## config.mk

```make
export PLATFORM = sky130hd
export DESIGN_NAME = voice_mixer
export DESIGN_NICKNAME = d
export VERILOG_FILES = /design/src/rtl/voice_mixer.sv
export SDC_FILE = /design/constraint.sdc
export NUM_CORES = 1
export LEC_CHECK = 0
export CAP_MARGIN = 15
export CORE_ASPECT_RATIO = 1.1
export CORE_MARGIN = 8
export CORE_UTILIZATION = 61
export DETAILED_ROUTE_END_ITERATION = 10
export MAX_ROUTING_LAYER = met4
export PLACE_DENSITY_LB_ADDON = 0.08
export SLEW_MARGIN = 20
export SYNTH_ARGS = -nofsm -noshare
export SYNTH_HDL_FRONTEND = slang
export SYNTH_SLANG_ARGS = --single-unit
```

## constraint.sdc

```tcl
create_clock -name clk_i -period 5.9 [get_ports clk_i]
set_input_delay 0.885 -clock clk_i [delete_from_list [all_inputs] [get_ports clk_i]]
set_output_delay 0.885 -clock clk_i [all_outputs]
set_load 0.1 [all_outputs]
```

## src/rtl/voice_mixer.sv

```systemverilog
// voice_mixer: N-voice volume/mute mixer with master gain, saturation and optional PDM (VOICE_MIXER_PDM_EN)
module voice_mixer #(
  parameter int NUM_VOICES = 3,
  parameter int IN_W       = 10,
  parameter int VOL_W      = 4,
  parameter int OUT_W      = 16,
  parameter int SHIFT      = 3,
  parameter int IDX_W      = (NUM_VOICES > 1) ? $clog2(NUM_VOICES) : 1
) (
  input  logic                        clk_i,
  input  logic                        rst_ni,
  input  logic                        sample_tick_i,
  input  logic                        voice_valid_i,
  output logic                        voice_ready_o,
  input  logic [IDX_W-1:0]            voice_idx_i,
  input  logic [IN_W-1:0]             voice_data_i,
  input  logic [NUM_VOICES*VOL_W-1:0] voice_vol_i,
  input  logic [NUM_VOICES-1:0]       voice_mute_i,
  input  logic [VOL_W-1:0]            master_vol_i,
  output logic                        audio_valid_o,
  output logic [OUT_W-1:0]            audio_o,
  output logic                        clip_o,
  output logic                        drop_o,
  output logic                        pdm_o
);
  localparam int T_W   = IN_W + VOL_W + 1;
  localparam int ACC_W = T_W + $clog2(NUM_VOICES);
  localparam int P_W   = ACC_W + VOL_W + 1;
  localparam logic signed [P_W-1:0] HI = (2**(OUT_W-1)) - 1;
  localparam logic signed [P_W-1:0] LO = -(2**(OUT_W-1));

  typedef enum logic [1:0] {IDLE, COLLECT, MASTER} state_t;
  state_t state_q, state_d;
  logic signed [ACC_W-1:0] acc_q, acc_d;
  logic [NUM_VOICES-1:0] mask_q, mask_d;
  logic [OUT_W-1:0] audio_q, audio_d;
  logic clip_q, clip_d, valid_q, valid_d, drop_q, drop_d;

  logic idx_ok, accept;
  logic [IDX_W-1:0] sel;
  logic [VOL_W-1:0] vol;
  logic signed [IN_W-1:0] s;
  logic signed [T_W-1:0] term;
  logic signed [P_W-1:0] p, r;

  assign idx_ok = int'(voice_idx_i) < NUM_VOICES;
  assign sel    = idx_ok ? voice_idx_i : '0;
  assign accept = voice_valid_i && voice_ready_o && idx_ok && !mask_q[sel];
  assign vol    = voice_vol_i[int'(sel)*VOL_W +: VOL_W];
  // Flipping the MSB converts offset-binary input to two's complement
  assign s      = {~voice_data_i[IN_W-1], voice_data_i[IN_W-2:0]};
  assign term   = voice_mute_i[sel] ? '0 : T_W'(s) * T_W'($signed({1'b0, vol}));
  assign p      = P_W'(acc_q) * P_W'($signed({1'b0, master_vol_i}));
  assign r      = p >>> SHIFT;

  always_comb begin
    state_d = state_q;
    acc_d   = acc_q;
    mask_d  = mask_q;
    audio_d = audio_q;
    clip_d  = clip_q;
    valid_d = 1'b0;
    drop_d  = 1'b0;
    case (state_q)
      IDLE: if (sample_tick_i) begin
        state_d = COLLECT;
        acc_d   = '0;
        mask_d  = '0;
      end
      COLLECT: if (sample_tick_i) begin
        drop_d = 1'b1;
        acc_d  = '0;
        mask_d = '0;
      end else if (accept) begin
        mask_d  = mask_q | (NUM_VOICES'(1) << sel);
        acc_d   = acc_q + ACC_W'(term);
        state_d = &mask_d ? MASTER : COLLECT;
      end
      MASTER: begin
        audio_d = r > HI ? HI[OUT_W-1:0] : r < LO ? LO[OUT_W-1:0] : r[OUT_W-1:0];
        clip_d  = (r > HI) || (r < LO);
        valid_d = 1'b1;
        acc_d   = '0;
        mask_d  = '0;
        state_d = sample_tick_i ? COLLECT : IDLE;
      end
      default: state_d = IDLE;
    endcase
  end

  always_ff @(posedge clk_i or negedge rst_ni)
    if (!rst_ni) begin
      state_q <= IDLE;
      acc_q   <= '0;
      mask_q  <= '0;
      audio_q <= '0;
      clip_q  <= 1'b0;
      valid_q <= 1'b0;
      drop_q  <= 1'b0;
    end else begin
      state_q <= state_d;
      acc_q   <= acc_d;
      mask_q  <= mask_d;
      audio_q <= audio_d;
      clip_q  <= clip_d;
      valid_q <= valid_d;
      drop_q  <= drop_d;
    end

  assign voice_ready_o = state_q == COLLECT;
  assign audio_valid_o = valid_q;
  assign audio_o       = audio_q;
  assign clip_o        = clip_q;
  assign drop_o        = drop_q;

`ifdef VOICE_MIXER_PDM_EN
  logic [OUT_W:0] sd_q;
  always_ff @(posedge clk_i or negedge rst_ni)
    if (!rst_ni) sd_q <= '0;
    else sd_q <= {1'b0, sd_q[OUT_W-1:0]} + {1'b0, ~audio_q[OUT_W-1], audio_q[OUT_W-2:0]};
  assign pdm_o = sd_q[OUT_W];
`else
  assign pdm_o = 1'b0;
`endif
endmodule

```

# Yosys cells after proc, flatten, opt, wreduce, memory -nomap -nowiden
# Index checks and enable logic that the tools add are counted.
# totals
reg_bits,41
word_cells,59
in_bits,35
out_inout_bits,21
# op_classes
eq_ne,6
mux,25
shifts,2
reduce_logical,10
n_bitwise,2
multipliers,2
n_addsub,1
n_lt_le_gt_ge,4
# ops
operator,count
$mux W17,3
$pmux W17 S3,1
$mux W16,2
$mul A17 B5 Y22,1
$gt A19 B16 Y1 const B,1
$lt A19 B16 Y1 const B,1
$add A17 B15 Y17,1
$mul A10 B5 Y15,1
$mux W15,1
$shiftx A12 B5 Y4,1
$mux W2,5
$mux W3,3
$pmux W3 S3,1
$reduce_and A3 Y1,3
$mux W1,6
$pmux W2 S3,1
$bmux W1 S2,2
$ne A2 B2 Y1 const B,2
$logic_and A1 B1 Y1,3
$lt A2 B3 Y1 const B,1
$ne A3 B2 Y1 const B,1
$or A3 B3 Y3,1
$reduce_bool A3 Y1,1
$shl A1 B2 Y3 const A,1
8 further kinds,8

# Longest topological paths before layout
# Gate-level depths: netlist of the first run.
# depth
ltp_word,9
depth_mapped,27
ltp_nobuf,27

# Least setup slack after synthesis of the first run
# Ideal clock, no wire load.
# synth_path
path_kind,input port to flip-flop
startpoint,in voice_idx_i[1]
endpoint,reg acc_q[16]
cell_stages,23
arrival_ns,6.145
required_time_ns,5.821
setup_slack_ns,-0.324
path_buffers,1
cell_sequence,inv_1 -> ha_1 -> buf_4 -> mux2i_1 -> o21ai_1 -> and2_1 -> ha_1 -> fa_1 -> inv_1 -> fa_1 -> inv_1 -> ha_1 -> or2_2 -> a21oi_1 -> o311ai_0 -> o31ai_1 -> mux2_2 -> ha_1 -> and3_1 -> a311oi_1 -> xor2_1 -> or2_2 -> mux2i_1
# synth_between
elab_chain_len,9
# synth_rtl
element,line,rtl
"start, declared",15,"input logic [IDX_W-1:0] voice_idx_i,"
$lt A2 B2 Y1,46,assign idx_ok = int'(voice_idx_i) < NUM_VOICES;
$mux W2,47,assign sel = idx_ok ? voice_idx_i : '0;
$shiftx A12 B5 Y4 / $bmux W1 S2 (equally long branches),"49, 52",
$mul A10 B5 Y15 / $mux W1 (equally long branches),52,"assign term = voice_mute_i[sel] ? '0 : T_W'(s) * T_W'($signed({1'b0, vol}));"
$mux W15,52,
$add A17 B15 Y17,76,acc_d = acc_q + ACC_W'(term);
$mux W17,74,end else if (accept) begin
$mux W17,70,COLLECT: if (sample_tick_i) begin
$pmux W17 S3,64,case (state_q)
"end signal, assigned",94,acc_q <= '0;
"end signal, assigned",102,acc_q <= acc_d;
"end, declared",34,"logic signed [ACC_W-1:0] acc_q, acc_d;"
# Several ways; a longest one is shown, not always the timed one. The select of a mux whose other input is x is not followed.
# A chain may end at the register's enable or synchronous reset.

# Worst setup path in the final report of the first run
# layout_path
startpoint,in voice_idx_i[0]
endpoint,reg acc_q[16]
# The elaborated chain is that of the path after synthesis.

==> results.cfg, run 1 <==
[place]
dp_slack_ps = -771
io_buffer_count = 54
dp.final_hpwl_um = 13400
placed_area_mm2 = 0.00814
routabilityCongestion = 0.911

[timing]
rsz0062_at_grt = yes
finalHoldViolations = 0
max_freq_ghz = 0.173
setup_ws_ps = 107
finalCritPeriodShare_pct = 98.2
worst_pin_slew_ps = 972
setup_viol = 0
fin_setup_tns_ps = 0
drv_slew = 0
skew_ps = 4.27
min_period_ps = 5790
slew_headroom_pct = 35.0

[worst_setup_path]
reg2reg_slack_ps = 1330
end_kind = register
r2r-start = acc_q[1]
crit_path_max_fanout = 7
reg2regPathDepth = 15
critical_path_class = primary input to register
worstPathRequired_ps = 6110
arrival_ps = 6010
cp-start-kind = primary input
r2r-end = audio_o[6]

[synthesis]
synth.area.top_cells = fa_1 (17%), ha_1 (16%), dfrtp_1 (15%)
netlist_instances = 831
syn_area_mm2 = 0.00691
yosys_warnings = 0
ys.flop_type = dfrtp_1
avgSynthCellArea_um2 = 8.32
ys_seq_elements = 41
ys_async_sr_fraction_pct = 100
yosys.area.top_type = fa_1
ys_types = 62
yosysSeqAreaShare_pct = 14.8
syn_nets = 1010
synth-edff-count = 0
synth_top_area_share_pct = 16.5

[clock_tree]
clock_latency_ps = 290
ctsLongestPathBuffers = 2
postCtsHoldBufs = 0
clock-root-buffer = clkbuf_16
cts_tree = built
clk_pin_slew_worst_paths_ps = 60
cts.sinks = 41
htree_levels = 2
cts_buffers = 5

[drt]
num_vias = 6139
ant_nets = 0
wirelength_um = 16600
drtIter0Drc = 299
drc = 0
avgViaCountPerCell = 5.60
wire_per_inst_um = 15.1
first_pass_iters = 4

[floorplan]
die_y_um = 128
design.die.area_mm2 = 0.0150
ios = 56
die_w_um = 118
start_util_pct = 62.8
core-area_mm2 = 0.0110
rows = 40

[hold_path]
hold_path.class = register to register
hp-start = audio_o[15]
hold_depth = 2
hold_end = audio_o[15]

[grt]
grt_max_degree = 42
grt_pass1_vias = 6659
grt_usage_pct = 23.1
overflow = 0
antenna_found_initial = 0
grt_pass1_wl_um = 29000

[pwr]
leakagePower_nw = 4.39
power_density_mw_per_mm2 = 259
ir_drop_v = 0.000217

[finish]
fin_nets = 1128
syn2layout_area_growth_pct = 25.3
n_antenna_cell = 0
drive_gt1_share_pct = 18.4
design_area_mm2 = 0.00866

[run_status]
status = complete, no violations

[run]
maxCapViolCount = 0
-- power breakdown --
group / switching, mW / internal (mW) / leakage, nW / total, mW
logic: 0.872 / 0.735 / 3.85 / 1.61
clock network: 0.124 / 0.156 / 0.0696 / 0.280
registers: 0.0443 / 0.310 / 0.472 / 0.354
total: 1.04 / 1.20 / 4.39 / 2.24
-- metal layers --
metal	global-route usage [%]	vias up	share of wire, %
met5	-	-	0
met4	8.75	0	2.5
met3	2.82	31	2.7
met2	43.2	110	54
met1	24.5	3016	41
li1	-	2982	-
-- area by class of cell --
type	instances	area (um^2)
Multi-Input combinational cell	637	5640
Sequential cell	41	1030
Fill cell	776	2350
Inverter	128	483
Clock buffer	5	125
Tap cell	147	184
Timing Repair Buffer	136	1180
Clock inverter	3	17.5
-- state kept, by name, summed over array words and instances, names as in the netlist --
| signal | count |
|---|---|
| acc_q | 17 |
| audio_o | 16 |
| audio_valid_o | 1 |
| clip_o | 1 |
| drop_o | 1 |
| mask_q | 3 |
| state_q | 2 |
-- worst max-delay path by stage --
stage	start	cells past startpoint	slack (ps)	endpoint
final	voice_idx_i[0]	25	110	acc_q[16]
after CTS	voice_idx_i[1]	27	10	acc_q[16]
after floorplan	voice_idx_i[1]	26	5	acc_q[16]
after global placement	voice_idx_i[0]	25	-570	acc_q[16]
after global routing	voice_idx_i[1]	27	-130	acc_q[16]
after detailed placement	voice_idx_i[1]	27	-770	acc_q[16]
-- repair_timing --
action	4_1_cts	5_1_grt
setup buffers	7	7
endpoints found under the setup margin	6	8
resized for setup	25	49
pin swaps	24	53
-- cell usage after synthesis, types with 8 or more instances --
library cell	n
inv_1	128
ha_1	87
and2_1	84
nand2_1	76
fa_1	57
o21ai_0	50
a21oi_1	47
dfrtp_1	41
nor2_1	32
xor2_1	23
xnor2_1	20
clkbuf_1	18
nor3_1	17
a21o_1	12
o31ai_2	11
o31ai_1	10
nor2b_1	9
nand2b_1	8
nand4_1	8
-- through the flow --
| step | utilization (%) | instances | total power [mW] | hold WS [ps] |
|---|---|---|---|---|
| 2_1_floorplan | - | 831 | 1.39 | 483 |
| 3_3_place_gp | 73.9 | 1075 | 1.78 | 463 |
| 3_5_place_dp | 73.9 | 1075 | 1.84 | 469 |
| 4_1_cts | 76.5 | 1090 | 2.16 | 484 |
| 5_1_grt | 78.6 | 1097 | 2.44 | 511 |
| 6_report | 78.6 | 1097 | 2.24 | 475 |
-- cell usage in the layout (no fill, tap or decap), types with 17 or more instances in the layout --
cell and instances:
a21oi_1 40, and2_1 76, buf_4 80, clkdlybuf4s50_1 47
dfrtp_1 41, fa_1 56, ha_1 73, inv_1 120
nand2_1 73, nor2_1 31, nor3_1 17, o21ai_0 48
xnor2_1 20, xor2_1 23
-- kinds of logic after synthesis --
group                      Yosys count  synth area share (%)
AOI/OAI and AO/OA                  180                  17.7
xor gates and xnor gates            43                  5.45
adders and majority gates          144                  32.3
buffers and inverters              153                  8.76
DFF                                 41                  14.8
muxes                                8                  1.18
other                                1                0.0542
and+or+nand+nor                    261                  19.8
-- worst max-delay path: stages --
cell      delay [ps]
buf_4            130
ha_4             200
mux2i_4          200
o21ai_4          260
and2_4           200
ha_4             200
fa_1             550
inv_1             60
fa_1             490
inv_2             50
ha_4             160
or3_4            410
a21oi_4          140
nor2_1            60
a21oi_1          160
xor2_1           160
nor2_1            80
ha_1             330
and4_1           230
nand4_1          120
o211ai_1         230
a311oi_2         160
xor2_1           200
or2_4            250
mux2i_1          110
Power figures use the tool's default switching activity.
==> run 2, diff against run 1 <==
--- a/config.mk
+++ b/config.mk
@@ -6,9 +6,11 @@
 export NUM_CORES = 1
 export LEC_CHECK = 0
 export CAP_MARGIN = 15
+export CELL_PAD_IN_SITES_DETAIL_PLACEMENT = 0
+export CELL_PAD_IN_SITES_GLOBAL_PLACEMENT = 2
 export CORE_ASPECT_RATIO = 1.1
 export CORE_MARGIN = 8
-export CORE_UTILIZATION = 61
+export CORE_UTILIZATION = 37
 export DETAILED_ROUTE_END_ITERATION = 10
 export MAX_ROUTING_LAYER = met4
 export PLACE_DENSITY_LB_ADDON = 0.08
==> run 2 against run 1 <==
Against the previous run:
- fmax grew 0.46%
- power shrank 1.4%
- critical path depth grew 3
- count of clock-buffer cells in the layout grew 1
- flip-flop and latch count is the same
- die area grew 55%
- register-to-register slack lost 30 ps
- utilization shrank 30 points
- highest routed layer unchanged
==> results.cfg, run 2 (same netlist as run 1, synthesis figures left out) <==
[finish]
design_area_mm2 = 0.00886
n_antenna_cell = 0
regMostFlops = acc_q
drive_gt1_share_pct = 19.1
layout_commonest_cell = inv_1
fin_nets = 1135
final_cell_mix = inv_1 (120), buf_4 (82), and2_1 (74), nand2_1 (74), ha_1 (72)
largest_register_ffs = 17
fill_cells = 1775
syn2layout_area_growth_pct = 28.2
fin_cells = 1200

[clock_tree]
clock_latency_ps = 290
ctsLongestPathBuffers = 2
cts_tree = built
clock-root-buffer = clkbuf_16
clk_pin_slew_worst_paths_ps = 60
cts_buffers = 5
postCtsHoldBufs = 0
htree_levels = 2
cts.sinks = 41

[timing]
worst_pin_slew_ps = 984
finalCritPeriodShare_pct = 97.7
finalHoldViolations = 0
min_period_ps = 5770
skew_ps = 5.60
setup_viol = 0
holdWs_ps = 476
fin_setup_tns_ps = 0
max_freq_ghz = 0.173
slew_headroom_pct = 34.2
drv_slew = 0
rsz0062_at_grt = yes

[worst_setup_path]
critical_path_class = primary input to register
arrival_ps = 5980
cp-start-kind = primary input
crit_family = adder cells
crit_cells = 28
worstPathRequired_ps = 6110
critPathMaxStageDelay_ps = 500
reg2regPathDepth = 15
crit_path_max_fanout = 7
cp_num_buf_inv = 6
end_kind = register
path_common_cell = ha_4
cp_slowest_cell = fa_1
reg2reg_slack_ps = 1300

[pwr]
pwr-share-clk_pct = 14.4
ir_drop_v = 0.000122
power_density_mw_per_mm2 = 249
netSwitchingPower_uw = 990
internal_power_mw = 1.22
combPwrFrac_pct = 69.5
power.total_mw = 2.21
leakagePower_nw = 4.41
seqPwrFrac_pct = 16.1
switching_share_pct = 44.8

[drt]
wire_per_inst_um = 13.5
avgViaCountPerCell = 4.90
wirelength_um = 16200
first_pass_iters = 4
drc = 0
ant_nets = 0
drtIter0Drc = 119
num_vias = 5884

[hold_path]
hold_depth = 2
hold_path.class = register to register

[floorplan]
core-area_mm2 = 0.0183
start_util_pct = 37.7
die_w_um = 146
design.die.area_mm2 = 0.0233
ios = 56
die_y_um = 159
rows = 52

[grt]
grt_usage_pct = 14.7
overflow = 0
grt_pass1_wl_um = 28800
grt_pass1_vias = 6363
grt_max_degree = 42
antenna_found_initial = 0

[place]
placed_area_mm2 = 0.00830
dp.final_hpwl_um = 13900
routabilityCongestion = 0.809
placedCellCount = 1178
io_buffer_count = 54

[run]
maxCapViolCount = 0

[run_status]
status = complete, no violations
run 2: cell types whose count changed in the layout (fill, tap and decap cells not counted), moves of 2 or more:
cell	before	now
clkinv_2	2	0
o21ai_1	4	7
clkdlybuf4s50_1	47	49
dlymetal6s2s_1	4	2
o21ai_0	48	45
and2_4	8	10
buf_4	80	82
buf_6	2	6
and2_1	76	74
run 2: cell type report:
type                    count  area (um^2)  area share (%)
clock buffers               6          129            1.45
well taps                 243          304            3.43
clock inverters             2         38.8           0.438
multi-input cells         637         5620            63.4
inverters                 128          483            5.45
repair buffers            143         1260            14.2
flip-flops and latches     41         1030            11.6
run 2: final timing paths:
path,startpoint,end
max in group asynchronous,rst_ni,acc_q[11]
max reg2reg,acc_q[1],audio_o[2]
max,voice_idx_i[1],acc_q[16]
min reg2reg,audio_o[0],audio_o[0]
min,audio_o[0],audio_o[0]
min in group asynchronous,rst_ni,audio_o[15]
run 2: timing repair:
action,in CTS,in global routing
setup endpoints to repair,6,8
pin swaps,21,60
setup buffers,6,9
resized for setup,25,53
run 2: stage by stage:
stage | setup slack [ps] | utilization, %
3_3_place_gp | -609 | 45.2
5_1_grt | -175 | 48.3
4_1_cts | 0.171 | 46.9
2_1_floorplan | 5.26 | -
6_report | 133 | 48.3
3_5_place_dp | -724 | 45.2
run 2: tightest hold or removal path: cells and delay by family (launching register included):
kind / cells / cell delay, ps
AO/OA/AOI/OAI: 1 / 50
flip-flops: 1 / 340
AND/OR/NAND/NOR: 1 / 50
run 2: power groups by stage:
| stage | sequential [mW] | clock [mW] | combinational [mW] |
|---|---|---|---|
| final | 0.355 | 0.319 | 1.54 |
| after global routing | 0.362 | 0.337 | 1.75 |
| after CTS | 0.355 | 0.329 | 1.49 |
| after detailed placement | 0.361 | 0 | 1.46 |
| after global placement | 0.360 | 0 | 1.44 |
| after floorplan | 0.377 | 0 | 1.01 |
run 2: routing by layer:
layer,track usage [%],part of all wire (%),vias up,wire length (um)
met5,-,0,-,0
met4,3.61,1.5,0,250
met3,1.39,1.5,16,240
met2,28.9,56,53,9050
met1,15.3,41,2811,6670
li1,-,-,3004,-
==> run 3, diff against run 2 <==
--- a/config.mk
+++ b/config.mk
@@ -11,6 +11,7 @@
 export CORE_ASPECT_RATIO = 1.1
 export CORE_MARGIN = 8
 export CORE_UTILIZATION = 37
+export CTS_CLUSTER_DIAMETER = 150
 export DETAILED_ROUTE_END_ITERATION = 10
 export MAX_ROUTING_LAYER = met4
 export PLACE_DENSITY_LB_ADDON = 0.08
==> results of run 3 <==
Same layout as run 2: the final DEF is identical, and so are final timing and power.
